--- config.mk ---
export PLATFORM = sky130hd
export DESIGN_NAME = am2901_slice
export DESIGN_NICKNAME = d
export VERILOG_FILES = /design/src/rtl/am2901_pkg.sv /design/src/rtl/am2901_regfile.sv /design/src/rtl/am2901_slice.sv
export SDC_FILE = /design/constraint.sdc
export NUM_CORES = 1
export LEC_CHECK = 0
export BUFFER_PORTS_ARGS = -buffer_cell sky130_fd_sc_hd__buf_4
export CAP_MARGIN = 25
export CORE_MARGIN = 2
export CORE_UTILIZATION = 55
export CTS_CLUSTER_SIZE = 20
export DETAILED_ROUTE_END_ITERATION = 6
export PLACE_DENSITY = 0.77
export SLEW_MARGIN = 20
export SYNTH_ARGS = -nofsm -noshare
export SYNTH_HDL_FRONTEND = slang
export SYNTH_SLANG_ARGS = --single-unit
--- constraint.sdc ---
create_clock -name clock -period 7.4 [get_ports clock]
set_input_delay 0.74 -clock clock [delete_from_list [all_inputs] [get_ports clock]]
set_output_delay 0.74 -clock clock [all_outputs]
set_load 0.1 [all_outputs]
--- src/rtl/am2901_pkg.sv ---
`default_nettype none
// ============================================================================
//  Module      : am2901_pkg
//  Description : Shared microcode field encodings for the Am2901-style slice:
//                operand source (I2:0), ALU function (I5:3) and
//                destination/shift (I8:6).
//  Revision    : 1.0 - initial release
// ============================================================================
package am2901_pkg;

    localparam int SLICE_W = 4;
    localparam int RF_DEPTH = 16;
    localparam int RF_AW = 4;

    // Operand source pairs, named R then S
    typedef enum logic [2:0] {
        SRC_AQ = 3'd0,
        SRC_AB = 3'd1,
        SRC_ZQ = 3'd2,
        SRC_ZB = 3'd3,
        SRC_ZA = 3'd4,
        SRC_DA = 3'd5,
        SRC_DQ = 3'd6,
        SRC_DZ = 3'd7
    } src_e;

    // ALU functions; the first three are arithmetic, the rest are logic
    typedef enum logic [2:0] {
        OP_ADD   = 3'd0,
        OP_SUBR  = 3'd1,
        OP_SUBS  = 3'd2,
        OP_OR    = 3'd3,
        OP_AND   = 3'd4,
        OP_NOTRS = 3'd5,
        OP_EXOR  = 3'd6,
        OP_EXNOR = 3'd7
    } op_e;

    // Destination / shift control
    typedef enum logic [2:0] {
        DST_QREG  = 3'd0,
        DST_NOP   = 3'd1,
        DST_RAMA  = 3'd2,
        DST_RAMF  = 3'd3,
        DST_RAMQD = 3'd4,
        DST_RAMD  = 3'd5,
        DST_RAMQU = 3'd6,
        DST_RAMU  = 3'd7
    } dest_e;

endpackage : am2901_pkg
`default_nettype wire

--- src/rtl/am2901_regfile.sv ---
`default_nettype none
// ============================================================================
//  Module      : am2901_regfile
//  Description : 16x4 register file with two asynchronous read ports, one
//                synchronous write port and an asynchronous clear.
//  Revision    : 1.0 - initial release
// ============================================================================
module am2901_regfile
    import am2901_pkg::*;
(
    input  logic               clock,
    input  logic               reset,
    input  logic               we,
    input  logic [RF_AW-1:0]   wr_addr,
    input  logic [SLICE_W-1:0] wr_data,
    input  logic [RF_AW-1:0]   rd_a_addr,
    input  logic [RF_AW-1:0]   rd_b_addr,
    output logic [SLICE_W-1:0] rd_a_data,
    output logic [SLICE_W-1:0] rd_b_data
);

    logic [SLICE_W-1:0] r_mem [RF_DEPTH];

    // Reads are unbypassed: a write only becomes visible after its edge
    assign rd_a_data = r_mem[rd_a_addr];
    assign rd_b_data = r_mem[rd_b_addr];

    // Storage update; clear takes priority over any write on the same edge
    always_ff @(posedge clock or posedge reset) begin
        if (reset) begin
            for (int i = 0; i < RF_DEPTH; i++) begin
                r_mem[i] <= '0;
            end
        end else if (we) begin
            r_mem[wr_addr] <= wr_data;
        end
    end

endmodule : am2901_regfile
`default_nettype wire

--- src/rtl/am2901_slice.sv ---
`default_nettype none
// ============================================================================
//  Module      : am2901_slice
//  Description : 4-bit Am2901-equivalent bit-slice: register file, Q register,
//                operand selector, 8-function ALU and destination/shift logic.
//                Shift-in bits are tied to zero; there are no shift pins.
//  Revision    : 1.0 - initial release
// ============================================================================
module am2901_slice
    import am2901_pkg::*;
(
    input  logic               clock,
    input  logic               reset,
    input  logic [SLICE_W-1:0] din,
    input  logic [RF_AW-1:0]   a_addr,
    input  logic [RF_AW-1:0]   b_addr,
    input  logic [2:0]         src,
    input  logic [2:0]         op,
    input  logic [2:0]         dest,
    input  logic               cin,
    output logic [SLICE_W-1:0] yout,
    output logic               cout,
    output logic               f0,
    output logic               f3,
    output logic               ovr
);

    src_e               w_src;
    op_e                w_op;
    dest_e              w_dest;

    logic [SLICE_W-1:0] w_a;
    logic [SLICE_W-1:0] w_b;
    logic [SLICE_W-1:0] r_q;
    logic [SLICE_W-1:0] w_r;
    logic [SLICE_W-1:0] w_s;
    logic [SLICE_W-1:0] w_x;
    logic [SLICE_W-1:0] w_y;
    logic [SLICE_W:0]   w_sum;
    logic [3:0]         w_low;
    logic [SLICE_W-1:0] w_f;
    logic               w_cout;
    logic               w_ovr;
    logic               w_rf_we;
    logic [SLICE_W-1:0] w_rf_wdata;

    assign w_src  = src_e'(src);
    assign w_op   = op_e'(op);
    assign w_dest = dest_e'(dest);

    am2901_regfile u_regfile (
        .clock     (clock),
        .reset     (reset),
        .we        (w_rf_we),
        .wr_addr   (b_addr),
        .wr_data   (w_rf_wdata),
        .rd_a_addr (a_addr),
        .rd_b_addr (b_addr),
        .rd_a_data (w_a),
        .rd_b_data (w_b)
    );

    // Operand selection: R is A, D or zero; S is A, B, Q or zero
    always_comb begin
        w_r = '0;
        w_s = '0;
        case (w_src)
            SRC_AQ: begin w_r = w_a; w_s = r_q; end
            SRC_AB: begin w_r = w_a; w_s = w_b; end
            SRC_ZQ: begin w_r = '0;  w_s = r_q; end
            SRC_ZB: begin w_r = '0;  w_s = w_b; end
            SRC_ZA: begin w_r = '0;  w_s = w_a; end
            SRC_DA: begin w_r = din; w_s = w_a; end
            SRC_DQ: begin w_r = din; w_s = r_q; end
            SRC_DZ: begin w_r = din; w_s = '0;  end
            default: begin w_r = '0; w_s = '0; end
        endcase
    end

    // Subtractions are ones-complement additions; cin supplies the +1
    always_comb begin
        w_x = w_r;
        w_y = w_s;
        case (w_op)
            OP_SUBR: w_x = ~w_r;
            OP_SUBS: w_y = ~w_s;
            default: begin w_x = w_r; w_y = w_s; end
        endcase
    end

    // Full sum gives the carry out; the 3-bit partial sum gives carry into bit 3
    assign w_sum = {1'b0, w_x} + {1'b0, w_y} + {4'b0000, cin};
    assign w_low = {1'b0, w_x[2:0]} + {1'b0, w_y[2:0]} + {3'b000, cin};

    // Function result and flags; logic ops force carry and overflow low
    always_comb begin
        w_f    = w_sum[SLICE_W-1:0];
        w_cout = 1'b0;
        w_ovr  = 1'b0;
        case (w_op)
            OP_ADD, OP_SUBR, OP_SUBS: begin
                w_f    = w_sum[SLICE_W-1:0];
                w_cout = w_sum[SLICE_W];
                w_ovr  = w_low[3] ^ w_sum[SLICE_W];
            end
            OP_OR:    w_f = w_r | w_s;
            OP_AND:   w_f = w_r & w_s;
            OP_NOTRS: w_f = ~w_r & w_s;
            OP_EXOR:  w_f = w_r ^ w_s;
            OP_EXNOR: w_f = ~(w_r ^ w_s);
            default:  w_f = w_sum[SLICE_W-1:0];
        endcase
    end

    assign cout = w_cout;
    assign ovr  = w_ovr;
    assign f0   = (w_f == '0);
    assign f3   = w_f[SLICE_W-1];
    assign yout = (w_dest == DST_RAMA) ? w_a : w_f;

    // Register-file write data: straight, shifted down or shifted up with zero fill
    always_comb begin
        w_rf_we    = 1'b0;
        w_rf_wdata = w_f;
        case (w_dest)
            DST_RAMA, DST_RAMF: begin
                w_rf_we    = 1'b1;
                w_rf_wdata = w_f;
            end
            DST_RAMQD, DST_RAMD: begin
                w_rf_we    = 1'b1;
                w_rf_wdata = {1'b0, w_f[SLICE_W-1:1]};
            end
            DST_RAMQU, DST_RAMU: begin
                w_rf_we    = 1'b1;
                w_rf_wdata = {w_f[SLICE_W-2:0], 1'b0};
            end
            default: begin
                w_rf_we    = 1'b0;
                w_rf_wdata = w_f;
            end
        endcase
    end

    // Q register: load F, or shift alongside the register-file shift ops
    always_ff @(posedge clock or posedge reset) begin
        if (reset) begin
            r_q <= '0;
        end else begin
            case (w_dest)
                DST_QREG:  r_q <= w_f;
                DST_RAMQD: r_q <= {1'b0, r_q[SLICE_W-1:1]};
                DST_RAMQU: r_q <= {r_q[SLICE_W-2:0], 1'b0};
                default:   r_q <= r_q;
            endcase
        end
    end

endmodule : am2901_slice
`default_nettype wire

==> run summary <==
The count of flip-flops with a built-in enable after synthesis was 0; the number of global-route vias before repair was 4069. The tools report the count of distinct cell types in the synthesized netlist as 71. The total power divided by cell area came out at 297.7 nW/um2. After clock tree synthesis, the repair step resized 0 gates. The initial utilization of the core area, before any placement, comes to 56.56%. After routing the design area is 5638 um2. For the overall routing resource usage, the log shows 27.93%. Of the available clock period, the critical path in the final layout requires 71.88%.

The count of buffers added on input and output ports is 31. IR analysis of the VDD net gives a maximum drop of 0.0001470 V. Dividing the detail-routed wire length by the instance count gives 21.95 um. The number of sinks on the clock net was 68. After detailed routing, the number of vias per cell comes to 6.685. Broken down by cell family, the worst path's largest delay share belongs to simple AND/OR/NAND/NOR gates. Hold timing on the final database bottoms out at a slack of 535.0 ps. In the routed design, unresolved DRC markers number 0. After the last flow step, the layout net total stands at 522. The final count of hold timing violations was 0. Hold repair after CTS inserted 0 buffers. The detailed router placed 4158 vias in this run.

For the number of warnings reported in the yosys synthesis log, the log shows 0. Clock skew on the completed layout was measured at 17.49 ps. The logs give 0 for the number of setup violations in the final report and 9 for the number of buffers added by the clock tree synthesis step. The final weighted congestion in routability-driven placement is 1.058, and the cell area after placement is 5423 um2. The number of setup buffers added after CTS is 0.

The flow ran to the end, and the final reports show no timing, DRC or antenna violations. Static timing analysis puts the maximum clock frequency at 0.1880 GHz. For this design the top-level I/O count stands at 32. The longest clock path from root to sink contains 2 buffers. Core area: 9240 um2. TritonCTS built the clock tree.

The signal on the critical path passes through buf_4, and2b_1, a22o_1, or4_4, a31oi_4, xor2_1, ha_1, nor2b_1, o21ai_0, nor3b_1, o31a_1, nand2_1, nor3b_1, buf_4. The synthesized cell area was 5226 um2. The buffering stage count on the worst path with inverters included was 2. In the layout the commonest cells are 73 x mux2_2, 68 x dfrtp_1, 37 x mux2i_1, 33 x nor2_1, 32 x buf_4.

The first global-routing pass estimated 21790 um of wire. Minimum clock period: 5319 ps. The most common flop cell mapped by yosys is dfrtp_1.

The number of maximum-capacitance violations is 0. The most frequent standard cell in the layout excluding fill and tap cells is mux2_2. The critical path data arrival time is 4580 ps, and the total power is 1.678 mW. For this design the static power due to leakage is 2.395 nW. Entering global routing, the biggest net connects 69 pins. The number of pins with negative max-slew slack in the final report was 0; the normalized max-slew margin was 38.68%. The HPWL after detailed placement is 9973 um.

The path class of the tightest hold or removal check is flip-flop to flip-flop. After synthesis, the share of flip-flops with an asynchronous set or reset is 100.0%. Setup repair after global routing left no endpoint under its margin. In the final layout, the share of cells above drive strength 1 is 31.24%. Violation count after the first detailed-route iteration: 386.

For the insertion delay of the later-clocked pin in the worst-skew pair, the log shows 350 ps. After clock tree synthesis, the clock-pin slew on the worst setup and hold paths is 80 ps. The die covers 10300 um2. Synthesis handed over a netlist of 478 instances.

The H-tree was split into 3 levels. The run gives 733 as the filler cell count. At the pin with the least slew margin, the transition time is 912.8 ps. The pre-antenna-repair detailed-routing pass consisted of 5 iterations. Measured along the y axis, the die boundary spans 101.5 um.

In this run the clock root is driven by a clkbuf_8. The slowest stage of the critical path belongs to the cell or4_4. Path type of the worst setup path: input port to output pin.

The core occupancy in the finished layout was 61.02%. The total overflow left after global routing is 0. Averaged over all synthesized cells, the footprint is 10.93 um2. In this run the core area contains 35 standard-cell rows. Once detail routing completed, the nets flagged for antenna violations numbered 0. In this run the worst path has a maximum fanout of 21.

The initial antenna violation count came out at 0. For the final routed database, the setup TNS stands at 0 ps. The tools report the type of origin of the critical path as an input port. The die span in x works out to 101.5 um. The logs give 13650 um for the detailed-route wire length and 511 for the synthesized netlist net count. The logs give 32.56% for the sequential cell area fraction in the yosys report and 0 for the number of antenna repair diodes. The highest cell delay on the worst timing path is 510 ps.

After synthesis the netlist holds a flip-flop and latch count of 68. Sort of element at the end of the critical path: an output pin. STA puts the critical path data required time at 6660 ps.

Compared with the post-synthesis result, the final layout area differs by 7.877%.
## worst register-to-register path, delay by kind of cell (launching register included)
| family | cells | cell delay [ps] |
|---|---|---|
| compound gates | 7 | 2390 |
| mux | 2 | 440 |
| flops | 1 | 390 |
| simple gates | 2 | 650 |
| fa+ha+maj | 1 | 270 |
| xor+xnor | 1 | 270 |
## registers in the layout, indices dropped and copies added (netlist names)
signal / cells
r_q: 4
u_regfile.r_mem: 64
## metal layers
layer	share of wire (%)	vias to the layer above	GRT usage (%)
met5	0	-	0
li1	-	1828	-
met3	8.4	34	7.039
met4	2.5	0	9.563
met1	43	2080	38.01
met2	46	216	43.76
## power by group
part	internal [mW]	total, mW	switching [mW]
Combinational	0.324	0.702	0.378
Sequential	0.506	0.630	0.124
Clock	0.198	0.346	0.148
## path summary, 6_finish.rpt
check	start	end	slack (ps)	cells after the start
max in group asynchronous	reset	u_regfile.r_mem[44]$_DFFE_PP0P_	6190	3
min	u_regfile.r_mem[41]$_DFFE_PP0P_	u_regfile.r_mem[41]$_DFFE_PP0P_	540	1
min in group asynchronous	reset	r_q[3]$_DFFE_PP0P_	630	3
max	a_addr[2]	f0	2080	14
min reg2reg	u_regfile.r_mem[41]$_DFFE_PP0P_	u_regfile.r_mem[41]$_DFFE_PP0P_	540	1
max reg2reg	u_regfile.r_mem[33]$_DFFE_PP0P_	u_regfile.r_mem[54]$_DFFE_PP0P_	2910	13
## logic make-up after synthesis
group           share of synthesized area [%]
simple gates                            12.31
mux                                     31.07
flops                                   32.56
xor+xnor                                2.681
buf+inv                                 4.860
compound gates                          14.08
fa+ha+maj                               2.442
## area by class of cell
cell class | count | area [um2] | area share, %
multi-input combinational | 365 | 3271 | 58.01
sequential | 68 | 1702 | 30.18
timing repair buffer | 32 | 240.2 | 4.261
tap | 129 | 161.4 | 2.863
clock buffer | 11 | 141.4 | 2.508
clock inverter | 4 | 73.82 | 1.309
inverter | 13 | 48.80 | 0.8655
## cells in the mapped netlist (all sizes together) (3+ instances only)
cell type  instances  area share [%]
a21o               3            0.43
a21oi             10            0.96
a22o               5            0.84
a22oi             11             1.6
a31oi              8             1.7
and2               5            0.60
buf               20             3.1
clkbuf            12            0.86
dfrtp             68              33
ha                 7             1.7
inv               12            0.86
mux2              74              16
mux2i             37             7.1
mux4              18             8.0
nand2             26             1.9
nand2b             7            0.84
nand3             11             1.1
nand4              7            0.84
nor2              33             2.4
nor2b              7            0.84
nor3               9            0.86
nor3b              4            0.57
o211ai             6             1.2
o21a               5            0.72
o21ai              8            0.77
o2bb2ai            5            0.84
or2                4            0.48
or3                3            0.36
xnor2              9             1.5
xor2               7             1.2
## stage by stage
stage / setup slack [ps] / cells
2_1_floorplan: 284.1 / 478
4_1_cts: 2128 / 622
3_3_place_gp: 2206 / 607
5_1_grt: 1893 / 622
3_5_place_dp: 2156 / 607
6_report: 2081 / 622
Power figures use the tool's default switching activity.
